## src/rtl/rr_arbiter4.sv

```systemverilog
// rr_arbiter4: four-requester round-robin arbiter with held grants.
// Ports:
//   clk, rst_n (async active-low)
//   req[3:0], done (inputs)
//   gnt[3:0] one-hot, gnt_idx[1:0], gnt_valid, timeout (registered outputs)
// Build option: define ARB_TIMEOUT_EN to revoke a grant after MAX_HOLD
// cycles. Without it, timeout is tied low and no counter is built.
module rr_arbiter4 #(
    parameter int unsigned MAX_HOLD = 8
) (
    input  logic       clk,
    input  logic       rst_n,
    input  logic [3:0] req,
    input  logic       done,
    output logic [3:0] gnt,
    output logic [1:0] gnt_idx,
    output logic       gnt_valid,
    output logic       timeout
);

    localparam logic [0:0] IDLE  = 1'b0;
    localparam logic [0:0] GRANT = 1'b1;

    localparam logic [3:0] HOLD_LAST = 4'(MAX_HOLD - 1);

    logic [0:0] state;
    logic [1:0] ptr;

    logic       win_found;
    logic [1:0] win_idx;
    logic [3:0] win_oh;
    logic [1:0] cand;

    logic       rel_user;
    logic       release_now;
    logic       to_fire;

    // Scan ptr, ptr+1, ptr+2, ptr+3 (2-bit add wraps mod 4);
    // the first active request wins.
    always_comb begin
        win_found = 1'b0;
        win_idx   = ptr;
        cand      = ptr;
        for (int k = 0; k < 4; k++) begin
            cand = ptr + 2'(k);
            if (!win_found && req[cand]) begin
                win_found = 1'b1;
                win_idx   = cand;
            end
        end
    end

    always_comb begin
        win_oh = 4'b0000;
        unique case (win_idx)
            2'd0: win_oh = 4'b0001;
            2'd1: win_oh = 4'b0010;
            2'd2: win_oh = 4'b0100;
            2'd3: win_oh = 4'b1000;
            default: win_oh = 4'b0000;
        endcase
    end

    // Owner ends the transfer or drops its request; both together
    // still form one release.
    assign rel_user = done | ~req[gnt_idx];

`ifdef ARB_TIMEOUT_EN
    logic [3:0] hold_cnt;
    logic       hold_hit;

    assign hold_hit    = (state == GRANT) && (hold_cnt == HOLD_LAST);
    assign release_now = rel_user | hold_hit;
    // Only flag a timeout when nothing else would have released.
    assign to_fire     = hold_hit & ~rel_user;

    always_ff @(posedge clk or negedge rst_n) begin
        if (!rst_n) begin
            hold_cnt <= 4'd0;
        end else if (state == IDLE) begin
            hold_cnt <= 4'd0;
        end else if (release_now) begin
            hold_cnt <= 4'd0;
        end else begin
            hold_cnt <= hold_cnt + 4'd1;
        end
    end
`else
    logic unused_hold;

    assign unused_hold = ^HOLD_LAST;
    assign release_now = rel_user;
    assign to_fire     = 1'b0;
`endif

    always_ff @(posedge clk or negedge rst_n) begin
        if (!rst_n) begin
            state     <= IDLE;
            ptr       <= 2'd0;
            gnt       <= 4'b0000;
            gnt_idx   <= 2'b00;
            gnt_valid <= 1'b0;
            timeout   <= 1'b0;
        end else begin
            timeout <= 1'b0;
            case (state)
                IDLE: begin
                    if (win_found) begin
                        state     <= GRANT;
                        gnt       <= win_oh;
                        gnt_idx   <= win_idx;
                        gnt_valid <= 1'b1;
                    end
                end
                GRANT: begin
                    // No preemption: other requests wait for release.
                    if (release_now) begin
                        state     <= IDLE;
                        ptr       <= gnt_idx + 2'd1;
                        gnt       <= 4'b0000;
                        gnt_idx   <= 2'b00;
                        gnt_valid <= 1'b0;
                        timeout   <= to_fire;
                    end
                end
                default: begin
                    state <= IDLE;
                end
            endcase
        end
    end

endmodule
```

## config.mk

```make
export PLATFORM = sky130hd
export DESIGN_NAME = rr_arbiter4
export DESIGN_NICKNAME = d
export VERILOG_FILES = /design/src/rtl/rr_arbiter4.sv
export SDC_FILE = /design/constraint.sdc
export NUM_CORES = 1
export LEC_CHECK = 0
export CORE_AREA = 2 2 39 41
export DETAILED_ROUTE_END_ITERATION = 6
export DIE_AREA = 0 0 41 43
export HOLD_SLACK_MARGIN = 0.05
export PLACE_DENSITY_LB_ADDON = 0.15
export SKIP_CTS_REPAIR_TIMING = 1
export SYNTH_ARGS = -nofsm -noshare
export SYNTH_HDL_FRONTEND = slang
export SYNTH_SLANG_ARGS = --single-unit
```

## constraint.sdc

```tcl
create_clock -name clk -period 4.6 [get_ports clk]
set_input_delay 0.92 -clock clk [delete_from_list [all_inputs] [get_ports clk]]
set_output_delay 0.92 -clock clk [all_outputs]
set_load 0.005 [all_outputs]
```

=== After elaboration in Yosys (flattened, before gate mapping) ===
Index checks and enable logic that the tools add are counted.

* Logic and storage cells: 61
* Memories kept: 0
* Bits of input ports: 7
* Bits in read-only memories: 0
* Register bits: 10
* Output and inout port bits: 8
* Bits in writable memories: 0
* Bits in latches: 0

* Equal/unequal tests: 5
* $lt $le $gt $ge: 5
* Div/mod/pow operators: 0
* Shifts and indexed selects: 0
* $mul: 0
* Bitwise operators: 3
* Multiplexer cells: 30
* $add $sub $neg: 4
* Reductions and logical operators: 9

{| class="wikitable"
|+ Operators with widths
! cell !! number
|-
| $pmux 4 s4 || 1
|-
| $lt 2x3->1 const B || 5
|-
| $mux 1 || 13
|-
| $bmux 1 s2 || 5
|-
| $mux 2 || 5
|-
| $mux 4 || 2
|-
| $pmux 4 s2 || 1
|-
| $add 2x1->2 const B || 2
|-
| $add 2x2->2 const B || 2
|-
| $eq 2x2->1 const B || 2
|-
| $pmux 1 s2 || 2
|-
| $pmux 2 s2 || 1
|-
| $reduce_and 2->1 || 2
|-
| $logic_and 1x1->1 || 3
|-
| $logic_not 1->1 || 3
|-
| $eq 2x1->1 const B || 1
|-
| $logic_not 2->1 || 1
|-
| $ne 2x1->1 const B || 1
|-
| $ne 2x2->1 const B || 1
|-
| $not 1->1 || 2
|-
| $or 1x1->1 || 1
|}

=== Depth between registers and ports, before layout ===
Gate-level depths: netlist of run 1.

* Depth after elaboration: 16
* Depth in mapped cells: 4
* Gate-level depth less buffers: 4

=== Least setup slack after synthesis of run 1 ===
No wires, ideal clock.

* Path kind: in2reg
* Start point: input port req[3]
* End point: register gnt_idx[0]
* Setup time: 0.121 ns
* Path buffers: 0
* Data required time: 4.479 ns
* Data arrival time: 1.948 ns
* Stages on the path: 4
* Slack: 2.531 ns
* Cell sequence: mux4_2 a21boi_4 nor2_2 a22o_1

* Longest elaborated chain between the ends: 14
* Elaborated cells on any way between the ends: 30
* Those cells by class: eq/ne: 2; mux: 19; bitwise: 2; reduce/logical: 7

{| class="wikitable"
|+ RTL lines
! item !! line !! source
|-
| from (decl) || 13 || <nowiki>input logic [3:0] req,</nowiki>
|-
| $bmux 1 s2 || 46 || <nowiki>if (!win_found && req[cand]) begin</nowiki>
|-
| $mux 1 (not written as such) || 46 ||
|-
| $mux 1 || 46 ||
|-
| $logic_not 1->1 || 46 ||
|-
| $logic_and 1x1->1 || 46 ||
|-
| $mux 1 || 46 ||
|-
| $logic_not 1->1 || 46 ||
|-
| $logic_and 1x1->1 || 46 ||
|-
| $mux 1 || 46 ||
|-
| $logic_not 1->1 || 46 ||
|-
| $logic_and 1x1->1 || 46 ||
|-
| $mux 2 or $mux 1 (tied branches) || 46 ||
|-
| $mux 2 or $ne 2x2->1 (tied branches) || -- ||
|-
| $pmux 2 s2 or $reduce_and 2->1 (tied branches) || -- ||
|-
| to (signal assigned) || 111 || <nowiki>gnt_idx <= win_idx;</nowiki>
|-
| to (decl) || 16 || <nowiki>output logic [1:0] gnt_idx,</nowiki>
|}

Parallel ways exist; a longest one is shown, timed or not. The select of a mux whose other input is x is not followed.
A chain may end at the register's enable or synchronous reset.

=== Final worst setup path of run 1 ===
* Start point: input port req[1]
* End point: register gnt_idx[1]

The elaborated chain is that of the path after synthesis.

==> flow_metrics.tcl, run 1 <==
set metrics [dict create \
    finClkSkew_ps 3.593 \
    route.detailed.drc 0 \
    portBuffers 13 \
    drive_gt1_frac 0.1385 \
    fin_nets 73 \
    synth_top_area_share 0.4728 \
    use_met1 0.1864 \
    syn_nets 56 \
    max_freq_mhz 411.1 \
    dr.pass1.iters 4 \
    yosys.area.top_type "dfrtp_1" \
    ys_warn_count 0 \
    cts_sinks 10 \
    antenna_cells 0 \
    dp_hpwl_um 816 \
    clk-insertion-delay-late_ps 260 \
    clockRootBuffer "clkbuf_4" \
    p_per_area_nw_per_um2 631.6 \
    finalMaxSlewViolations 0 \
    finalHoldViolations 0 \
    die_h_um 43 \
    worstHoldEndpoint "gnt[3]$_DFFE_PN0P_" \
    start_util 0.3825 \
    synth.area.top_cells "dfrtp_1 (47%), a32o_1 (7.6%), nor2_1 (5.0%), mux4_2 (4.3%), a21boi_4 (3.5%)" \
    critical_path_peak_fanout 7 \
    drv_cap 0 \
    power_leakage_nw 0.2958 \
    fin_crit_ps 2432 \
    cts.clk_slew.worst_paths_ps 60 \
    cts-htree-levels 1 \
    ioPinCount 15 \
    timing.rr.start "gnt_idx[0]$_DFFE_PN0P_" \
    grt_pass1_wl_mm 1.635 \
    synthToLayoutAreaGrowth_pct 33.81 \
    place_inst 77 \
    fillerInstances 141 \
    drtAntennaViolNets 0 \
    endpoint_kind "flop" \
    grt_pass1_vias 387 \
    ys_types 23 \
    rsz0062_at_grt "no" \
    dieArea_um2 1763 \
    tns_ps 0 \
    core_um2 1384 \
    min-delay-start "gnt[3]$_DFFE_PN0P_" \
    synth.cell_area_um2 529.3 \
    grt_util_all_layers 0.1388 \
    grt.busiest_layer "met2" \
    max_slew_margin 0.6369 \
    cts_tree "yes" \
    required_ps 4750 \
    status "finished clean" \
    yosysSeqAreaShare 0.4728 \
    worstMarginPinSlew_ps 530.9 \
    num_rows 14 \
    wirelength_mm 1.050 \
    crit_type "input port to flop" \
    worstRegToRegCells 4 \
    die_x_um 41 \
    peakVddDrop_mv 0.2622 \
    hold_class "flop to flop" \
    gp_congestion 0.7397 \
    grt_max_degree 11 \
    setup_violations 0 \
    syn_inst 49 \
    cts-buffers-inserted 3 \
    worst_hold_path.num_cells 1 \
    crit_arrival_ps 2580 \
    start_kind "input port" \
    drtIter0Drc 8 \
    cts.path.max_buffers 2 \
    syn_area_per_cell_um2 10.80 \
    grt_antenna_before_repair 0 \
    fin_crit_sh 0.5288 \
    final-instance-count-excl-fill 81 \
    met3_usage 0.03141 \
    viasPerCell 5.358 \
    avgRoutedWirePerCell_um 12.96 \
    num_vias 434 \
    met2_usage 0.1969 \
    r2r_end "gnt_idx[1]$_DFFE_PN0P_" \
    synth-seq-cells 10 \
    rrSetupSlack_ps 2840 \
    grt_remaining_overflow 0 \
]
kinds of logic (layout without fill, tap and decap cells):
family / after synthesis / after routing / share of synthesized area
other cells: 1 / 1 / 0.007085
xor+xnor: 1 / 1 / 0.01655
mux: 1 / 1 / 0.04255
flops: 10 / 10 / 0.4728
buf+inv: 4 / 20 / 0.03546
compound gates: 17 / 17 / 0.2790
simple gates: 15 / 15 / 0.1466
final cells by class:
class / count / area (um2) / area share
multi-input cells: 35 / 260.3 / 0.3675
flip-flops and latches: 10 / 250.2 / 0.3534
repair buffers: 13 / 130.1 / 0.1837
clock buffers: 4 / 36.28 / 0.05124
well taps: 16 / 20.02 / 0.02827
inverters: 3 / 11.26 / 0.01590
state kept, by name, indices dropped and copies added (netlist names):
register and cells:
state 1, gnt_valid 1, gnt_idx 2, ptr 2, gnt 4
worst max path at each step:
stage | end | cells past startpoint | slack, ps | start
final | gnt_idx[1]$_DFFE_PN0P_ | 5 | 2170 | req[1]
after global routing | gnt[3]$_DFFE_PN0P_ | 5 | 2080 | req[2]
after CTS | gnt_idx[1]$_DFFE_PN0P_ | 5 | 2190 | req[1]
after detailed placement | gnt_idx[1]$_DFFE_PN0P_ | 5 | 1910 | req[1]
after global placement | gnt[3]$_DFFE_PN0P_ | 5 | 1930 | req[2]
after floorplan | gnt_idx[0]$_DFFE_PN0P_ | 4 | 2530 | req[3]
routing by layer:
layer  up-vias  part of all wire
met5         -                 0
met4         0             0.011
met3         2             0.036
met2         9              0.47
met1       209              0.48
li1        214                 -
synthesized netlist by cell type:
master and number:
a2111oi_0 1, a211o_1 1, a21boi_4 1, a21oi_1 3, a22o_1 2, a32o_1 4
buf_4 1, conb_1 1, dfrtp_1 10, inv_1 3, mux4_2 1, nor2_1 7
nor2_2 2, nor2b_1 3, nor3b_1 1, nor4_1 1, o211a_1 1, o211ai_1 1
o21ai_0 1, o21ba_2 1, o22ai_1 1, or2_1 1, xnor2_1 1
worst max-delay path: stages:
cell and delay [ps]:
clkdlybuf4s50_1 510, mux4_2 520, a21boi_4 270, nor2_2 120, a22o_1 250
cells in the final DEF, fill, tap and decap left out, types with 2 or more instances in the layout:
cell type,instances
a21oi_1,3
a22o_1,2
a32o_1,4
clkbuf_4,3
clkdlybuf4s50_1,13
dfrtp_1,10
inv_1,3
nor2_1,7
nor2_2,2
nor2b_1,3
stage by stage:
stage | utilization | power, mW | area (um2) | hold slack [ps] | worst slack, ps
global route | 0.5118 | 0.4819 | 708.2 | 528.6 | 2081
floorplan | - | 0.2884 | 529.3 | 489.3 | 2531
finish | 0.5118 | 0.4473 | 708.2 | 501.9 | 2168
detailed placement | 0.4855 | 0.3745 | 671.9 | 486.8 | 1914
global placement | 0.4855 | 0.3729 | 671.9 | 501.9 | 1925
CTS | 0.5118 | 0.4552 | 708.2 | 501.2 | 2194
power breakdown:
group          total (mW)  leakage [nW]  internal, mW  switching [mW]
sequential          0.167         0.122         0.128          0.0397
clock              0.0767        0.0210        0.0480          0.0287
combinational       0.203         0.153         0.120          0.0835
total               0.447         0.296         0.296           0.152
Note: power is estimated with default switching activity, not from simulation.
==> run 2, diff against run 1 <==
- CORE_AREA: 2 2 39 41 -> not set
- CORE_UTILIZATION: not set -> 40
- DIE_AREA: 0 0 41 43 -> not set
- clock period: 4.6 -> 2.2 ns (I/O delays scaled with it)
==> flow_metrics.tcl, run 2 (synthesis gave the netlist of run 1 again) <==
set metrics [dict create \
    max_freq_mhz 546.6 \
    setup_violations 0 \
    drv_cap 0 \
    synthToLayoutAreaGrowth_pct 40.43 \
    drive_gt1_frac 0.2000 \
    avgRoutedWirePerCell_um 13.37 \
    num_rows 12 \
    dp_hpwl_um 827.9 \
    fin_nets 78 \
    grt_util_all_layers 0.1867 \
    drtIter0Drc 8 \
    cts_tree "yes" \
    finalHoldViolations 0 \
    p_per_area_nw_per_um2 1296 \
    cts-buffers-inserted 3 \
    grt_pass1_wl_mm 1.821 \
    portBuffers 13 \
    ioPinCount 15 \
    fillerInstances 104 \
    multi_input_area_um2 260.3 \
    p_clk_frac 0.168 \
    viasPerCell 5.262 \
    drtAntennaViolNets 0 \
    rrSetupSlack_ps 550 \
    critical_path_peak_fanout 6 \
    rsz0062_at_grt "no" \
    dr.pass1.iters 3 \
    whs_ps 482.9 \
    grt_antenna_before_repair 0 \
    status "finished clean" \
    dieArea_um2 1473 \
    slowest_delay_ps 520 \
    crit_type "input port to flop" \
    power_frac_comb 0.469 \
    fin_crit_ps 1829 \
    fin_crit_sh 0.8316 \
    seqPwrFrac 0.363 \
    peakVddDrop_mv 0.7440 \
    grt_pass1_vias 437 \
    final_common_cell "clkdlybuf4s50_1" \
    power_leakage_nw 0.3206 \
    cts_sinks 10 \
    core_um2 1171 \
    gp_congestion 0.6853 \
    netSwitchingPower_mw 0.3297 \
    cts-htree-levels 1 \
    cts.path.max_buffers 2 \
    die_h_um 38.38 \
    clk-insertion-delay-late_ps 260 \
    grt_remaining_overflow 0 \
    clockRootBuffer "clkbuf_4" \
    finClkSkew_ps 0.7400 \
    largest_reg_flops 4 \
    cts.clk_slew.worst_paths_ps 60 \
    place_ws_ps 101.3 \
    cp_slowest_cell "mux4_2" \
    crit_family "multiplexers" \
    reg_top3 "gnt: 4 flops, gnt_idx: 2 flops, ptr: 2 flops" \
    die_x_um 38.38 \
    top_register "gnt" \
    seq_area_um2 250.2 \
    required_ps 2350 \
    internal_power_mw 0.6337 \
    path_buf_inv 1 \
    route.detailed.drc 0 \
    hold_class "input port to async pin" \
    tns_ps 0 \
    wirelength_mm 1.123 \
    antenna_cells 0 \
    endpoint_kind "flop" \
    fin_ws_ps 370.5 \
    start_util 0.4519 \
    crit_arrival_ps 1980 \
    start_kind "input port" \
    path_cells "clkdlybuf4s50_1, mux4_2, a21boi_4, nor2_2, a22o_1" \
    num_vias 442 \
    mostFrequentLayoutCells "clkdlybuf4s50_1 (13), dfrtp_1 (10), nor2_1 (7)" \
    swShare 0.3422 \
    finalMaxSlewViolations 0 \
    grt_max_degree 11 \
]
[run 2: cell count changes in the layout (fill, tap and decap cells not counted)]
| cell | change |
|---|---|
| buf_4 | +5 |
[run 2: layout make-up]
class / count / area share
flip-flops and latches: 10 / 0.3367
multi-input cells: 35 / 0.3502
repair buffers: 18 / 0.2256
clock buffers: 4 / 0.04882
well taps: 14 / 0.02357
inverters: 3 / 0.01515
[run 2: power groups by stage]
stage / Combinational (mW) / Sequential (mW) / Clock, mW
after floorplan: 0.262 / 0.341 / 0
after global routing: 0.493 / 0.361 / 0.177
final: 0.451 / 0.350 / 0.162
after CTS: 0.453 / 0.350 / 0.165
after detailed placement: 0.450 / 0.353 / 0
after global placement: 0.447 / 0.350 / 0
[run 2: per-layer routing]
layer / track usage / share of wire / up-vias
met3: 0.05233 / 0.051 / 2
li1: - / - / 226
met2: 0.2754 / 0.42 / 12
met4: 0.1034 / 0.015 / 0
met1: 0.2453 / 0.51 / 202
met5: 0 / 0 / -
[run 2: final timing paths]
check / end / cells after the start / from
worst min register to register: gnt[1]$_DFFE_PN0P_ / 1 / gnt[1]$_DFFE_PN0P_
worst max register to register: gnt_idx[0]$_DFFE_PN0P_ / 4 / gnt_idx[0]$_DFFE_PN0P_
worst max-delay path: gnt_idx[0]$_DFFE_PN0P_ / 5 / req[0]
max in group asynchronous: gnt[0]$_DFFE_PN0P_ / 1 / rst_n
min in group clk: gnt[1]$_DFFE_PN0P_ / 1 / gnt[1]$_DFFE_PN0P_
worst min-delay path: ptr[0]$_DFFE_PN0P_ / 1 / rst_n
[run 2: stage by stage]
| step | util | area [um2] | cells | power (mW) |
|---|---|---|---|---|
| detailed placement | 0.6036 | 706.9 | 80 | 0.8030 |
| finish | 0.6346 | 743.2 | 84 | 0.9634 |
| floorplan | - | 529.3 | 49 | 0.6029 |
| global placement | 0.6036 | 706.9 | 80 | 0.7970 |
| CTS | 0.6346 | 743.2 | 84 | 0.9678 |
| global route | 0.6346 | 743.2 | 84 | 1.032 |
